==> src/rtl/div_rcp_seq.sv <==
// div_rcp_seq: sequential reciprocal generator for the vector divide path.
// Normalizes a 15-bit divisor, then retires one quotient bit per clock by
// radix-2 restoring division to give rcp = floor(2^29 / dn) and the applied
// leading-zero shift. Define DIV_RCP_ROUND_EN to add a rounding state
// (round to nearest, ties up); otherwise the result is truncated.
module div_rcp_seq (
    input  logic        clk,
    input  logic        reset_l,
    input  logic        start,
    input  logic [14:0] din,
    output logic        busy,
    output logic        done,
    output logic [15:0] rcp,
    output logic [3:0]  shift,
    output logic        dz
);

`ifdef DIV_RCP_ROUND_EN
    typedef enum logic [2:0] {IDLE, NORM, ITER, RND, DONE} state_t;
`else
    typedef enum logic [2:0] {IDLE, NORM, ITER, DONE} state_t;
`endif

    state_t      state, state_nxt;
    logic        accept;
    logic [14:0] din_q;     // captured divisor
    logic [14:0] dn;        // normalized divisor, dn[14] = 1
    logic [3:0]  lz;        // leading zeros removed from din_q
    logic [3:0]  cnt;       // quotient bit being resolved
    logic [15:0] r;         // partial remainder
    logic [15:0] q;         // quotient accumulator
    logic [3:0]  lz_c;
    logic [14:0] dn_c;
    logic        ge;
    logic [15:0] r_sub;
    logic [15:0] q_nxt;

    // State register
    always_ff @(posedge clk or negedge reset_l) begin
        // NOTE: non-blocking assignments make every register sample pre-edge values.
        if (!reset_l) state <= IDLE;
        else          state <= state_nxt;
    end

    // Next-state logic and status decode
    always_comb begin
        // NOTE: defaults first so no path leaves an output unassigned (no latch).
        state_nxt = state;
        busy      = 1'b0;
        done      = 1'b0;
        accept    = 1'b0;
        case (state)
            IDLE, DONE: begin
                done = (state == DONE);
                if (start) begin
                    accept = 1'b1;
                    if (din == 15'd0) state_nxt = DONE;
                    else              state_nxt = NORM;
                end else begin
                    state_nxt = IDLE;
                end
            end
            NORM: begin
                busy      = 1'b1;
                state_nxt = ITER;
            end
            ITER: begin
                busy = 1'b1;
                if (cnt == 4'd0) begin
`ifdef DIV_RCP_ROUND_EN
                    state_nxt = RND;
`else
                    state_nxt = DONE;
`endif
                end
            end
`ifdef DIV_RCP_ROUND_EN
            RND: begin
                busy      = 1'b1;
                state_nxt = DONE;
            end
`endif
            default: state_nxt = IDLE;
        endcase
    end

    // Leading-zero count and normalized divisor of the captured operand
    always_comb begin
        lz_c = 4'd0;
        for (int i = 0; i < 15; i++) begin
            if (din_q[i]) lz_c = 4'(14 - i);
        end
        dn_c = din_q << lz_c;
    end

    // One restoring step: trial subtract and quotient bit; also the RND compare
    always_comb begin
        ge    = (r >= {1'b0, dn});
        r_sub = ge ? (r - {1'b0, dn}) : r;
        q_nxt = q;
        if (ge) q_nxt[cnt] = 1'b1;
    end

    // Operand capture, normalization, iteration and result registers
    always_ff @(posedge clk or negedge reset_l) begin
        if (!reset_l) begin
            din_q <= '0;
            dn    <= '0;
            lz    <= '0;
            cnt   <= '0;
            r     <= '0;
            q     <= '0;
            rcp   <= '0;
            shift <= '0;
            dz    <= 1'b0;
        end else begin
            if (accept) begin
                din_q <= din;
                if (din == 15'd0) begin
                    rcp   <= 16'hFFFF;
                    shift <= 4'd0;
                    dz    <= 1'b1;
                end
            end
            case (state)
                NORM: begin
                    dn  <= dn_c;
                    lz  <= lz_c;
                    r   <= 16'h4000;
                    q   <= '0;
                    cnt <= 4'd15;
                end
                ITER: begin
                    // r_sub < dn < 2^15, so the shift cannot lose a bit
                    r   <= r_sub << 1;
                    q   <= q_nxt;
                    cnt <= cnt - 4'd1;
`ifndef DIV_RCP_ROUND_EN
                    if (cnt == 4'd0) begin
                        rcp   <= q_nxt;
                        shift <= lz;
                        dz    <= 1'b0;
                    end
`endif
                end
`ifdef DIV_RCP_ROUND_EN
                RND: begin
                    // r already holds 2*remainder; round up when it reaches dn
                    rcp   <= q + {15'd0, ge};
                    shift <= lz;
                    dz    <= 1'b0;
                end
`endif
                default: ;
            endcase
        end
    end

endmodule

==> config.mk <==
export PLATFORM = sky130hd
export DESIGN_NAME = div_rcp_seq
export DESIGN_NICKNAME = d
export VERILOG_FILES = /design/src/rtl/div_rcp_seq.sv
export SDC_FILE = /design/constraint.sdc
export NUM_CORES = 1
export LEC_CHECK = 0
export BUFFER_PORTS_ARGS = -buffer_cell sky130_fd_sc_hd__buf_2
export CAP_MARGIN = 0
export CORE_ASPECT_RATIO = 0.9
export CORE_UTILIZATION = 55
export DETAILED_ROUTE_END_ITERATION = 8
export PLACE_DENSITY = 0.71
export SYNTH_ARGS = -nofsm -noshare
export SYNTH_HDL_FRONTEND = slang
export SYNTH_SLANG_ARGS = --single-unit
==> constraint.sdc <==
create_clock -name clk -period 3.5 [get_ports clk]
set_clock_uncertainty 0.15 [all_clocks]
set_input_delay 0.7 -clock clk [delete_from_list [all_inputs] [get_ports clk]]
set_output_delay 0.7 -clock clk [all_outputs]
set_load 0.05 [all_outputs]
* Yosys cells after proc, flatten, opt, wreduce, memory -nomap -nowiden
Cells that the tools add are included.
Storage, ports and cells: logic and storage cells 70, bits in registers 94, output and inout bits 23
Operators by class: bitwise gates (word level) 1, mux-type cells 42, $lt $le $gt $ge 3, add/subtract/negate cells 2, shifts and indexed selects 1, reduce and logical (&&, ||, !) cells 7, equality and inequality tests 4
Operator list (count):
- $mux 16 | 5
- $mux 4 | 19
- $pmux 16 s2 | 2
- $ge 16x15->1 | 1
- $or 16x16->16 | 1
- $logic_not 15->1 | 1
- $mux 15 | 1
- $shl 15x4->15 | 1
- $sub 15x15->15 | 1
- $mux 1 | 9
- $pmux 3 s3 | 1
- $pmux 4 s2 | 1
- $eq 3x2->1 const B | 2
- $mux 3 | 2
- $lt 4x5->1 const B | 1
- $demux 1 s4 | 1
- $ge 4x1->1 const B | 1
- $logic_not 4->1 | 1
- $reduce_or 2->1 | 2
- $sub 4x1->4 const B | 1
- $eq 3x1->1 const B | 1
- $logic_not 3->1 | 1
- $mux 2 | 1
- $ne 2x2->1 const B | 1
- 2 further kinds | 2

* Longest topological paths before layout
Gate-level depths: netlist of run 1.
word-level depth 16, gate-level depth with buffers 11, mapped depth without buffers 9

* Worst setup path after synthesis of run 1
OpenSTA, ideal clock, no wires.
path kind flip-flop to flip-flop, from register r[9], to register q[10], path buffers 2, setup time 132 ps, data arrival time 2195 ps, stages on the path, launching flop included 11, setup slack 1023 ps, required time 3218 ps, cell sequence dfrtp_1 -> ha_1 -> a21oi_1 -> o21ai_1 -> a2111o_1 -> a41oi_1 -> a21oi_1 -> buf_2 -> buf_6 -> a41oi_1 -> nor2_1
On the way: cells in the longest elaborated chain, start to end 3
Ends and longest elaborated chain:
- from (decl) | RTL line 30 | logic [15:0] r;
- from (signal assigned) | RTL line 135 | r <= r_sub << 1;
- $ge 16x15->1 | RTL line 98 | ge = (r >= {1'b0, dn});
- $mux 16 | RTL line 101 | if (ge) q_nxt[cnt] = 1'b1;
- $pmux 16 s2 | RTL line 125 | case (state)
- to (signal assigned) | RTL line 136 | q <= q_nxt;
- to (decl) | RTL line 31 | logic [15:0] q;
No other way between the ends. A chain may end at the register's enable or synchronous reset.

* Worst setup path after layout of run 1
from register r[9], to register r[14]
On the way: cells in the longest elaborated chain, start to end 3, elaborated cells on any way between the ends 4, classes of those cells 1 x add/sub; 1 x order compare; 2 x mux
Ends and longest elaborated chain:
- $sub 15x15->15 or $ge 16x15->1 (tied branches) | RTL line 99, 98
- $mux 15 (*) | RTL line 99 | r_sub = ge ? (r - {1'b0, dn}) : r;
- $pmux 16 s2 (*) | RTL line 125
Mark *: on every way between the ends. The rest lies on a longest branch, timed or not. The select of a mux whose other input is x is not followed.

==> metrics.md, run 1 <==
| Metric | Value |
|---|---|
| Status | complete, no violations |
| Final setup vio count | 0 |
| Power Dens Cells | between 900 and 1000 nW/um^2 |
| Post-CTS Setup Bufs | 0 |
| Core area | 9249 sq um |
| Number of distinct library cells after synthesis | 72 |
| Post-DR vias/cell | 6.029 |
| Filler cell count | between 800 and 900 |
| Seq cells post-synth | between 90 and 100 |
| Num Clock Sinks | 92 |
| Worst-path clk slew | 0.09 ns |
| Die Area | 10050 sq um |
| Starting density of the core | 0.5741 |
| Clk_lat worst skew | 0.37 ns |
| Part of the power in registers | 0.309 |
| Drt first pass iters | 5 |
| GRT Util Overall | 0.2746 |
| Top Ports | slightly above 40 |
| Total number of vias | 4353 |
| RSZ-0062 raised after global routing | no |
| Fraction of power spent switching nets | 0.4794 |
| Mapped Cells | 563 |
| GRT Residual Overflow | 0 |
| CTS tree | yes |
| Placed Cells incl. Taps | about 700 |
| DR iter-0 viols | 269 |
| Layout cell share with drive strength beyond 1 | 0.1717 |
| RR Startpoint | r[9]$_DFFE_PN0P_ |
| ANT cells | 0 |
| Syn Area/Cell | 9.432 sq um |
| Hold_buf cts | 0 |
| Crit path required time | between 3 and 4 ns |
| Max-cap violations | 0 |
| Number of global-route vias before repair | roughly 4200 |
| Port Buffer Count | 40 |
| Clk buf depth | 2 |
| Rel. slew slack | 0.3674 |
| Synth Flop Type | dfrtp_1 |
| EDFF count, synth | 0 |
| Leak | around 2.5 nW |
| Int Power | between 2 and 3 mW |
| H-tree lvl count | 3 |
| Post-layout util | 0.6269 |
| Worst hold slack | around 0.15 ns |
| Max IR drop VDD | 0.5340 mV |
| Initial antenna violation count | 0 |
| Minimum clock period | 2.926 ns |
| Seq/Total Area, Yosys | 0.4336 |
| CP Capture Type | flip-flop |
| Final ANT Viol Nets | 0 |
| DIE HEIGHT | 95.22 microns |
| Fin cells | approximately 720 |
| Critical path startpoint | r[9]$_DFFE_PN0P_ |
| DRC Markers | 0 |
| Worst Max-Slew Pin Slew | 0.9454 ns |
| Final period util | 0.8361 |
| Fin. Hold Viols | 0 |
| CP max FO | 38 |
| Max Slew Vio Count | 0 |
| Clk root buf | clkbuf_8 |
| First-pass GRT wire length | 21.29 mm |
| Net count of the finished layout | 636 |
| DRT Wirelength | around 13 mm |
| CP startpoint kind | flip-flop |
| NetSw | around 2.6 mW |
| Num CTS Buffers | 9 |
| Clk network pwr share | 0.126 |
| CTS resizes | 0 |
| Detail Placement HPWL | 9.232 mm |
| GPL Wtd Cong | between 0.9 and 1 |
| Setup CP Type | flip-flop to flip-flop |
| FMAX | 341.7 MHz |
| Avg WL per Cell | 17.64 microns |
| HP Class | input port to async pin |
| Power Total | 5.527 mW |
| Layout area overhead | 9.189% |
| Arrival @ worst endpoint | 2.99 ns |
| Fraction of registers with async set/reset | 1.000 |
| Post-synth net total | 604 |
| Setup tns final | 0 ns |
| Combinational Power Share | 0.564 |
| Post-Synthesis Cell Area | roughly 5300 sq um |
| Row count | 33 |
| Yosys warns | 0 |
| Largest net degree at the start of global routing | 57 |
| Die width | 105.6 microns |
==> power by group through the flow <==
stage,clock (mW),sequential [mW],combinational (mW)
6_report,0.698,1.71,3.12
5_1_grt,0.761,1.75,3.43
4_1_cts,0.717,1.70,3.08
3_5_place_dp,0,1.72,3.07
3_3_place_gp,0,1.70,3.04
2_1_floorplan,0,1.60,2.49
==> final timing paths <==
check | end | slack, ns | cells past startpoint
max in group asynchronous | dn[0]$_DFFE_PN0N_ | 2.38 | 2
min | dn[14]$_DFFE_PN0N_ | 0.15 | 1
min in group clk | rcp[7]$_DFF_PN0_ | 0.32 | 2
max reg2reg | r[14]$_DFFE_PN0P_ | 0.57 | 9
max | r[14]$_DFFE_PN0P_ | 0.57 | 9
min reg2reg | rcp[7]$_DFF_PN0_ | 0.32 | 2
==> critical path: stages, from the launching register on <==
cell	delay [ns]
dfrtp_1	0.44
ha_1	0.38
a21oi_1	0.18
o21ai_1	0.16
a2111o_1	0.47
a41oi_1	0.28
a21oi_2	0.09
buf_4	0.27
o32ai_1	0.31
a31oi_1	0.06
==> logic make-up (layout without fill, tap and decap cells) <==
kind of cell,Yosys count,count (layout),share of synthesized area
flip-flops,92,92,0.4336
AO/OA/AOI/OAI,151,151,0.1935
multiplexers,44,44,0.08789
AND/OR/NAND/NOR,184,184,0.1638
XOR/XNOR,10,10,0.01649
adder cells (fa/ha/maj),23,23,0.05561
buffers and inverters,59,96,0.04924
==> cell type report <==
| type | instances | area, sq um | share of cell area |
|---|---|---|---|
| timing repair buffer | 47 | 267.8 | 0.04618 |
| multi-input combinational | 412 | 2756 | 0.4754 |
| tap | 122 | 152.6 | 0.02633 |
| clock inverter | 5 | 43.79 | 0.007553 |
| clock buffer | 11 | 151.4 | 0.02611 |
| inverter | 33 | 123.9 | 0.02136 |
| sequential | 92 | 2302 | 0.3971 |
==> registers in the layout, indices dropped and copies added (netlist names) <==
register and count:
cnt 4, din_q 15, dn 15, dz 1
lz 4, q 16, r 15, rcp 16
shift 4, state 2
==> through the flow <==
stage | area (sq um) | setup slack [ns]
finish | 5798 | 0.5737
global route | 5798 | 0.3806
CTS | 5798 | 0.5580
detailed placement | 5603 | 0.5811
global placement | 5603 | 0.6523
floorplan | 5310 | 1.023
==> cells in the final DEF, fill, tap and decap left out, types with 11 or more instances in the layout <==
cell type   n
a21oi_1    19
o22ai_1    14
o21ai_0    28
o21ai_1    14
mux2i_1    23
buf_2      39
inv_1      30
dfrtp_1    92
mux2_2     21
a31oi_1    16
ha_1       22
clkbuf_8   11
nor2_1     56
nand2_1    70
==> metal layers <==
metal  vias up  wire, microns  global-route usage
met5         -              0                   0
met4         0            238             0.08912
met3        20            727             0.05468
met2       144           5735              0.4315
met1      2102           6033              0.3854
li1       2087              -                   -
==> cells in the mapped netlist, types with 3 or more instances <==
cell type  instances  area [sq um]
nand2_1           70         262.8
o21ai_1           14         70.07
xnor2_1            4         35.03
o22ai_1           14         87.58
nor2b_1           10         62.56
o21ai_0           28         140.1
a311oi_1           4         35.03
nor2_1            56         210.2
a211oi_1           3         22.52
dfrtp_1           92          2302
xor2_1             6         52.55
clkbuf_1          15         56.30
nor4_1             6         37.54
o21a_1             4         30.03
a41oi_1           10         87.58
o21bai_1           5         37.54
nand2b_1           4         25.02
mux2i_1           23         230.2
a2111oi_0          3         26.28
inv_1             30         112.6
o21ai_2            3         26.28
a21oi_1           20         100.1
a31oi_1           16         100.1
mux2_2            21         236.5
nand3_1            9         45.04
a21o_1             4         30.03
ha_1              22         275.3
buf_2              5         25.02
nor3_1             8         40.04
Note: power is estimated with default switching activity, not from simulation.
==> run 2: changes to the inputs <==
--- a/config.mk
+++ b/config.mk
@@ -10,7 +10,7 @@
 export CORE_ASPECT_RATIO = 0.9
 export CORE_UTILIZATION = 55
 export DETAILED_ROUTE_END_ITERATION = 8
-export PLACE_DENSITY = 0.71
+export PLACE_DENSITY = 0.74
 export SYNTH_ARGS = -nofsm -noshare
 export SYNTH_HDL_FRONTEND = slang
 export SYNTH_SLANG_ARGS = --single-unit
==> constraint.sdc (replaced) <==
create_clock -name clk -period 2.4 [get_ports clk]
set_clock_uncertainty 0.15 [all_clocks]
set_input_delay 0.48 -clock clk [delete_from_list [all_inputs] [get_ports clk]]
set_output_delay 0.48 -clock clk [all_outputs]
set_load 0.05 [all_outputs]
==> run 2 against run 1 <==
The run now ends with negative setup slack left. Non-clock buffer count increased by 79. Utilization up 11 points. Largest cell class unchanged. Design area up 18%. Flip-flop and latch count unchanged. Sequential power is 42% higher. Register-to-register slack worse by 0.77 ns. Hold slack better by 0.055 ns. Global-route usage increased by 3.3 points. Total power increased by 91%. Clock-buffer cell count is 1 lower. Cell count increased by 11%. Highest routed layer unchanged. Die area unchanged. Largest power group unchanged.
==> metrics.md, run 2 (synthesized netlist as in run 1, its figures left out) <==
| Metric | Value |
|---|---|
| Status | finished with violations |
| Failing checks | negative setup slack |
| RSZ-0062 raised after global routing | yes |
| Num Clock Sinks | 92 |
| Commonest non-fill, non-tap cell in the layout | dfrtp_1 |
| HP Class | input port to flip-flop |
| CP Capture Type | flip-flop |
| Max Slew Vio Count | 0 |
| Filler cell count | 615 |
| Post-DR vias/cell | 6.241 |
| Worst Max-Slew Pin Slew | 0.6937 ns |
| ANT cells | 0 |
| Worst-path cell chain | inv_2 -> ha_4 -> a21o_1 -> a2111o_1 -> a41oi_2 -> a21oi_4 -> buf_6 -> buf_12 -> a311oi_2 -> nor2_1 |
| Die width | 105.6 microns |
| Setup CP Type | flip-flop to flip-flop |
| Arrival @ worst endpoint | 2.72 ns |
| Power Total | 10.58 mW |
| Net count of the finished layout | 715 |
| Critical path startpoint | dn[13]$_DFFE_PN0N_ |
| Reg area | 2305 sq um |
| Layout area overhead | 29.19% |
| FMAX | 384.5 MHz |
| Avg WL per Cell | 19.87 microns |
| Rel. slew slack | 0.5358 |
| Worst path bufs/invs | 3 |
| Initial antenna violation count | 0 |
| Final setup vio count | 38 |
| Max IR drop VDD | between 0.8 and 0.9 mV |
| DIE HEIGHT | ~95 microns |
| CP Depth | 10 |
| Drt first pass iters | 5 |
| Placed Cells incl. Taps | 762 |
| Minimum clock period | 2.601 ns |
| Total number of vias | between 4000 and 5000 |
| GRT Residual Overflow | 0 |
| Post-Place Cell Area | roughly 6100 sq um |
| Top Ports | 41 |
| Final period util | 1.084 |
| Core area | between 9000 and 10000 sq um |
| Fin. Hold Viols | 0 |
| Critical Path Sink | rcp[1]$_DFF_PN0_ |
| Family with the most delay on the worst path | compound AO/OA/AOI/OAI gates |
| Worst hold slack | between 0.2 and 0.25 ns |
| Post-layout util | 0.7417 |
| Worst setup margin | -0.2009 ns |
| DRT Wirelength | approximately 16 mm |
| Critical path's slowest cell | a2111o_1 |
| Final ANT Viol Nets | 0 |
| Post-Layout Inst Area | 6860 sq um |
| Worst hold path depth | 2 |
| CP startpoint kind | flip-flop |
| DR iter-0 viols | 421 |
| Number of global-route vias before repair | 4820 |
| First-pass GRT wire length | 24.16 mm |
| GPL Wtd Cong | 0.9276 |
| Starting density of the core | 0.5741 |
| Fin cells | 801 |
| Die Area | 10050 sq um |
| DRC Markers | 0 |
| H-tree lvl count | 3 |
| Max-cap violations | 0 |
| Multi-input gate area | 3113 sq um |
| Layout cell share with drive strength beyond 1 | 0.3461 |
| Crit path required time | 2.51 ns |
| Power Dens Cells | 1542 nW/um^2 |
| Worst-path clk slew | 0.11 ns |
| Reg2Reg Depth | 10 |
| Largest net degree at the start of global routing | 45 |
| Detail Placement HPWL | 10.07 mm |
| Setup tns final | -3.861 ns |
| Critical R2R Capture | rcp[1]$_DFF_PN0_ |
| Row count | 33 |
| CP max stage delay | 0.46 ns |
| CTS tree | yes |
| Most frequent cells in the layout | dfrtp_1, buf_4, nand2_1 |
| Clk_lat worst skew | roughly 0.37 ns |
| Num CTS Buffers | 9 |
| GRT Util Overall | 0.3077 |
| RR Startpoint | dn[13]$_DFFE_PN0N_ |
| Biggest regs | q: 16 flops, rcp: 16 flops |
| Port Buffer Count | 40 |
| Clk buf depth | 2 |
| Leak | 2.977 nW |
| Register-to-Register Setup Slack | -0.20 ns |
| DP Worst Slack | -0.1610 ns |
| CP max FO | 8 |
| Clk root buf | clkbuf_8 |
run 2: changes by cell type in the layout (fill, tap and decap cells not counted), sizes merged:
cell         delta
inv             +1
buf            +77
dlygate4sd3     +1
run 2: repair_timing:
action,CTS,global route
setup buffers,12,9
gates cloned,1,1
pin swaps,12,20
endpoints found under the hold margin,34,0
gates resized for setup,25,56
hold buffers,1,0
setup endpoints to repair,32,46
run 2: worst min-delay path by stage:
stage,from,endpoint
after floorplan,reset_l,cnt[0]$_DFFE_PN0P_
after global placement,q[9]$_DFFE_PN0P_,rcp[9]$_DFF_PN0_
after detailed placement,q[15]$_DFFE_PN0P_,rcp[15]$_DFF_PN0_
after CTS,din[6],din_q[6]$_DFFE_PN0P_
after global routing,din[12],din_q[12]$_DFFE_PN0P_
final,din[5],din_q[5]$_DFFE_PN0P_
run 2: area by class of cell:
type                       count  share of cell area
inverter                      33             0.01806
tap                          122             0.02225
clock buffer                  10             0.02006
timing repair buffer         126              0.1419
sequential                    92              0.3359
clock inverter                 6            0.008025
multi-input combinational    412              0.4538
run 2: routing by layer:
metal  GRT usage  share of wire  vias to the layer above
met1      0.4224           0.43                     2441
met2      0.5164           0.48                      270
met3     0.04170          0.070                       43
li1            -              -                     2245
met4     0.08681          0.019                        0
met5           0              0                        -
run 2: worst reg2reg max path, delay by kind of cell (launching register included):
| family | cells | cell delay (ns) |
|---|---|---|
| AND/OR/NAND/NOR | 1 | 0.07 |
| buffers and inverters | 3 | 0.36 |
| AO/OA/AOI/OAI | 5 | 1.30 |
| adder cells (fa/ha/maj) | 1 | 0.20 |
| flip-flops | 1 | 0.41 |
run 2: report_power, final:
part | internal [mW] | switching [mW]
clock | 0.426 | 0.622
sequential | 1.96 | 0.471
combinational | 3.29 | 3.81
==> run 3: changes to the inputs <==
--- a/config.mk
+++ b/config.mk
@@ -11,6 +11,7 @@
 export CORE_UTILIZATION = 55
 export DETAILED_ROUTE_END_ITERATION = 8
 export PLACE_DENSITY = 0.74
+export SKIP_CTS_REPAIR_TIMING = 1
 export SYNTH_ARGS = -nofsm -noshare
 export SYNTH_HDL_FRONTEND = slang
 export SYNTH_SLANG_ARGS = --single-unit
==> run 3 against run 2 <==
The flow still finishes with violations (negative setup slack). Setup slack got worse by 0.064 ns. Global-route usage down 1.3 points. Via count about the same. Combinational power rose by 2%. Clock-buffer cell count unchanged. Design area grew 1.6%. Cell count unchanged. Clock power hardly changed. Wire length rose by 0.72%. Sequential share of layout area fell by 0.55 points. Critical path depth is the same.
==> metrics.md, run 3 (synthesized netlist as in run 1, its figures left out) <==
| Metric | Value |
|---|---|
| Crit path required time | 2.48 ns |
| Post-Place Cell Area | 6086 sq um |
| Core area | approximately 9200 sq um |
| Clk_lat worst skew | around 0.37 ns |
| Row count | 33 |
| M1 WL | 6.862 mm |
| Met3 WL | 1.096 mm |
| Layout area overhead | 31.29% |
| Die width | 105.6 microns |
| Worst setup margin | -0.2651 ns |
| Total number of vias | approximately 5000 |
| Power Dens Cells | 1533 nW/um^2 |
| Max IR drop VDD | 0.8623 mV |
| CP max stage delay | 0.48 ns |
| Power Total | 10.69 mW |
| Initial antenna violation count | 0 |
| Status | finished with violations |
| CP Capture Type | flip-flop |
| Filler cell count | 620 |
| Met2 WL | 7.734 mm |
| DRC Markers | 0 |
| Number of global-route vias before repair | 4642 |
| Clk buf depth | 2 |
| Worst-path cell chain | inv_2 -> ha_4 -> a21o_4 -> a2111o_1 -> a41oi_2 -> a21oi_4 -> buf_6 -> buf_12 -> o32ai_2 -> a31oi_1 |
| Post-Layout Inst Area | 6972 sq um |
| Final period util | 1.110 |
| Critical path's slowest cell | a2111o_1 |
| Family with the most delay on the worst path | compound AO/OA/AOI/OAI gates |
| Commonest non-fill, non-tap cell in the layout | dfrtp_1 |
| Biggest regs | q: 16 flops, rcp: 16 flops |
| Worst-path clk slew | about 0.11 ns |
| Setup CP Type | flip-flop to flip-flop |
| CTS tree | yes |
| Num Clock Sinks | 92 |
| DR iter-0 viols | 418 |
| RSZ-0062 raised after global routing | yes |
| Max Slew Vio Count | 0 |
| Worst path bufs/invs | 3 |
| Clk root buf | clkbuf_8 |
| Placed Cells incl. Taps | 762 |
| Final ANT Viol Nets | 0 |
| Fin. Hold Viols | 0 |
| Reg area | 2303 sq um |
| Port Buffer Count | 40 |
| CP max FO | 8 |
| Most frequent cells in the layout | dfrtp_1, buf_4, nand2_1 |
| GPL Wtd Cong | around 0.93 |
| Starting density of the core | 0.5741 |
| FMAX | 375.2 MHz |
| ANT cells | 0 |
| Rel. slew slack | 0.4168 |
| HP Class | input port to flip-flop |
| Num CTS Buffers | 9 |
| DRT Wirelength | between 15 and 20 mm |
| Leak | 3.001 nW |
| GRT Util Overall | 0.2942 |
| Final setup vio count | 38 |
| H-tree lvl count | 3 |
| Top sig layer | met4 |
| Worst Max-Slew Pin Slew | 0.8716 ns |
| Avg WL per Cell | 20.01 microns |
| First-pass GRT wire length | ~23 mm |
| Top Ports | 41 |
| Die Area | 10050 sq um |
| Multi-input gate area | 3206 sq um |
| Arrival @ worst endpoint | 2.75 ns |
| Drt first pass iters | 4 |
| CP startpoint kind | flip-flop |
| Max-cap violations | 0 |
| GRT Residual Overflow | 0 |
| Post-DR vias/cell | 6.243 |
| DIE HEIGHT | between 90 and 100 microns |
| Net count of the finished layout | about 700 |
| Fin cells | 801 |
| Minimum clock period | 2.665 ns |
| Setup tns final | -6.147 ns |
| Detail Placement HPWL | 10.07 mm |
| Failing checks | negative setup slack |
| Largest net degree at the start of global routing | 45 |
| Layout cell share with drive strength beyond 1 | 0.3608 |
run 3: cell type report:
class,count,area share
clock buffer,10,0.01974
clock inverter,6,0.007897
inverter,33,0.01777
multi-input combinational,412,0.4598
sequential,92,0.3304
tap,122,0.02190
timing repair buffer,126,0.1425
run 3: metal layers:
metal | track usage | vias up
met5 | 0 | -
met3 | 0.04375 | 38
met1 | 0.4104 | 2463
li1 | - | 2250
met2 | 0.4825 | 250
met4 | 0.08333 | 0
run 3: path summary, 6_finish.rpt:
path                                               to                from  cells after the start  slack (ns)
worst max-delay path                r[14]$_DFFE_PN0P_  dn[13]$_DFFE_PN0N_                     10       -0.27
worst min-delay path             din_q[6]$_DFFE_PN0P_              din[6]                      2        0.22
worst max register to register      r[14]$_DFFE_PN0P_  dn[13]$_DFFE_PN0N_                     10       -0.27
worst min register to register      rcp[11]$_DFF_PN0_   q[11]$_DFFE_PN0P_                      2        0.35
max in group asynchronous            q[7]$_DFFE_PN0P_             reset_l                      3        1.00
min in group asynchronous       din_q[12]$_DFFE_PN0P_             reset_l                      2        0.47
run 3: through the flow:
step	hold slack, ns	setup slack, ns	utilization
after global placement	0.3089	-0.1092	0.6580
after floorplan	0.03441	0.003292	-
after detailed placement	0.3185	-0.1610	0.6580
after CTS	-0.06761	-0.1655	0.6788
final	0.2157	-0.2651	0.7538
after global routing	0.2064	-0.3473	0.7538
run 3: report_power, final:
part / internal (mW) / switching [mW]
clock: 0.426 / 0.617
combinational: 3.33 / 3.88
sequential: 1.96 / 0.466
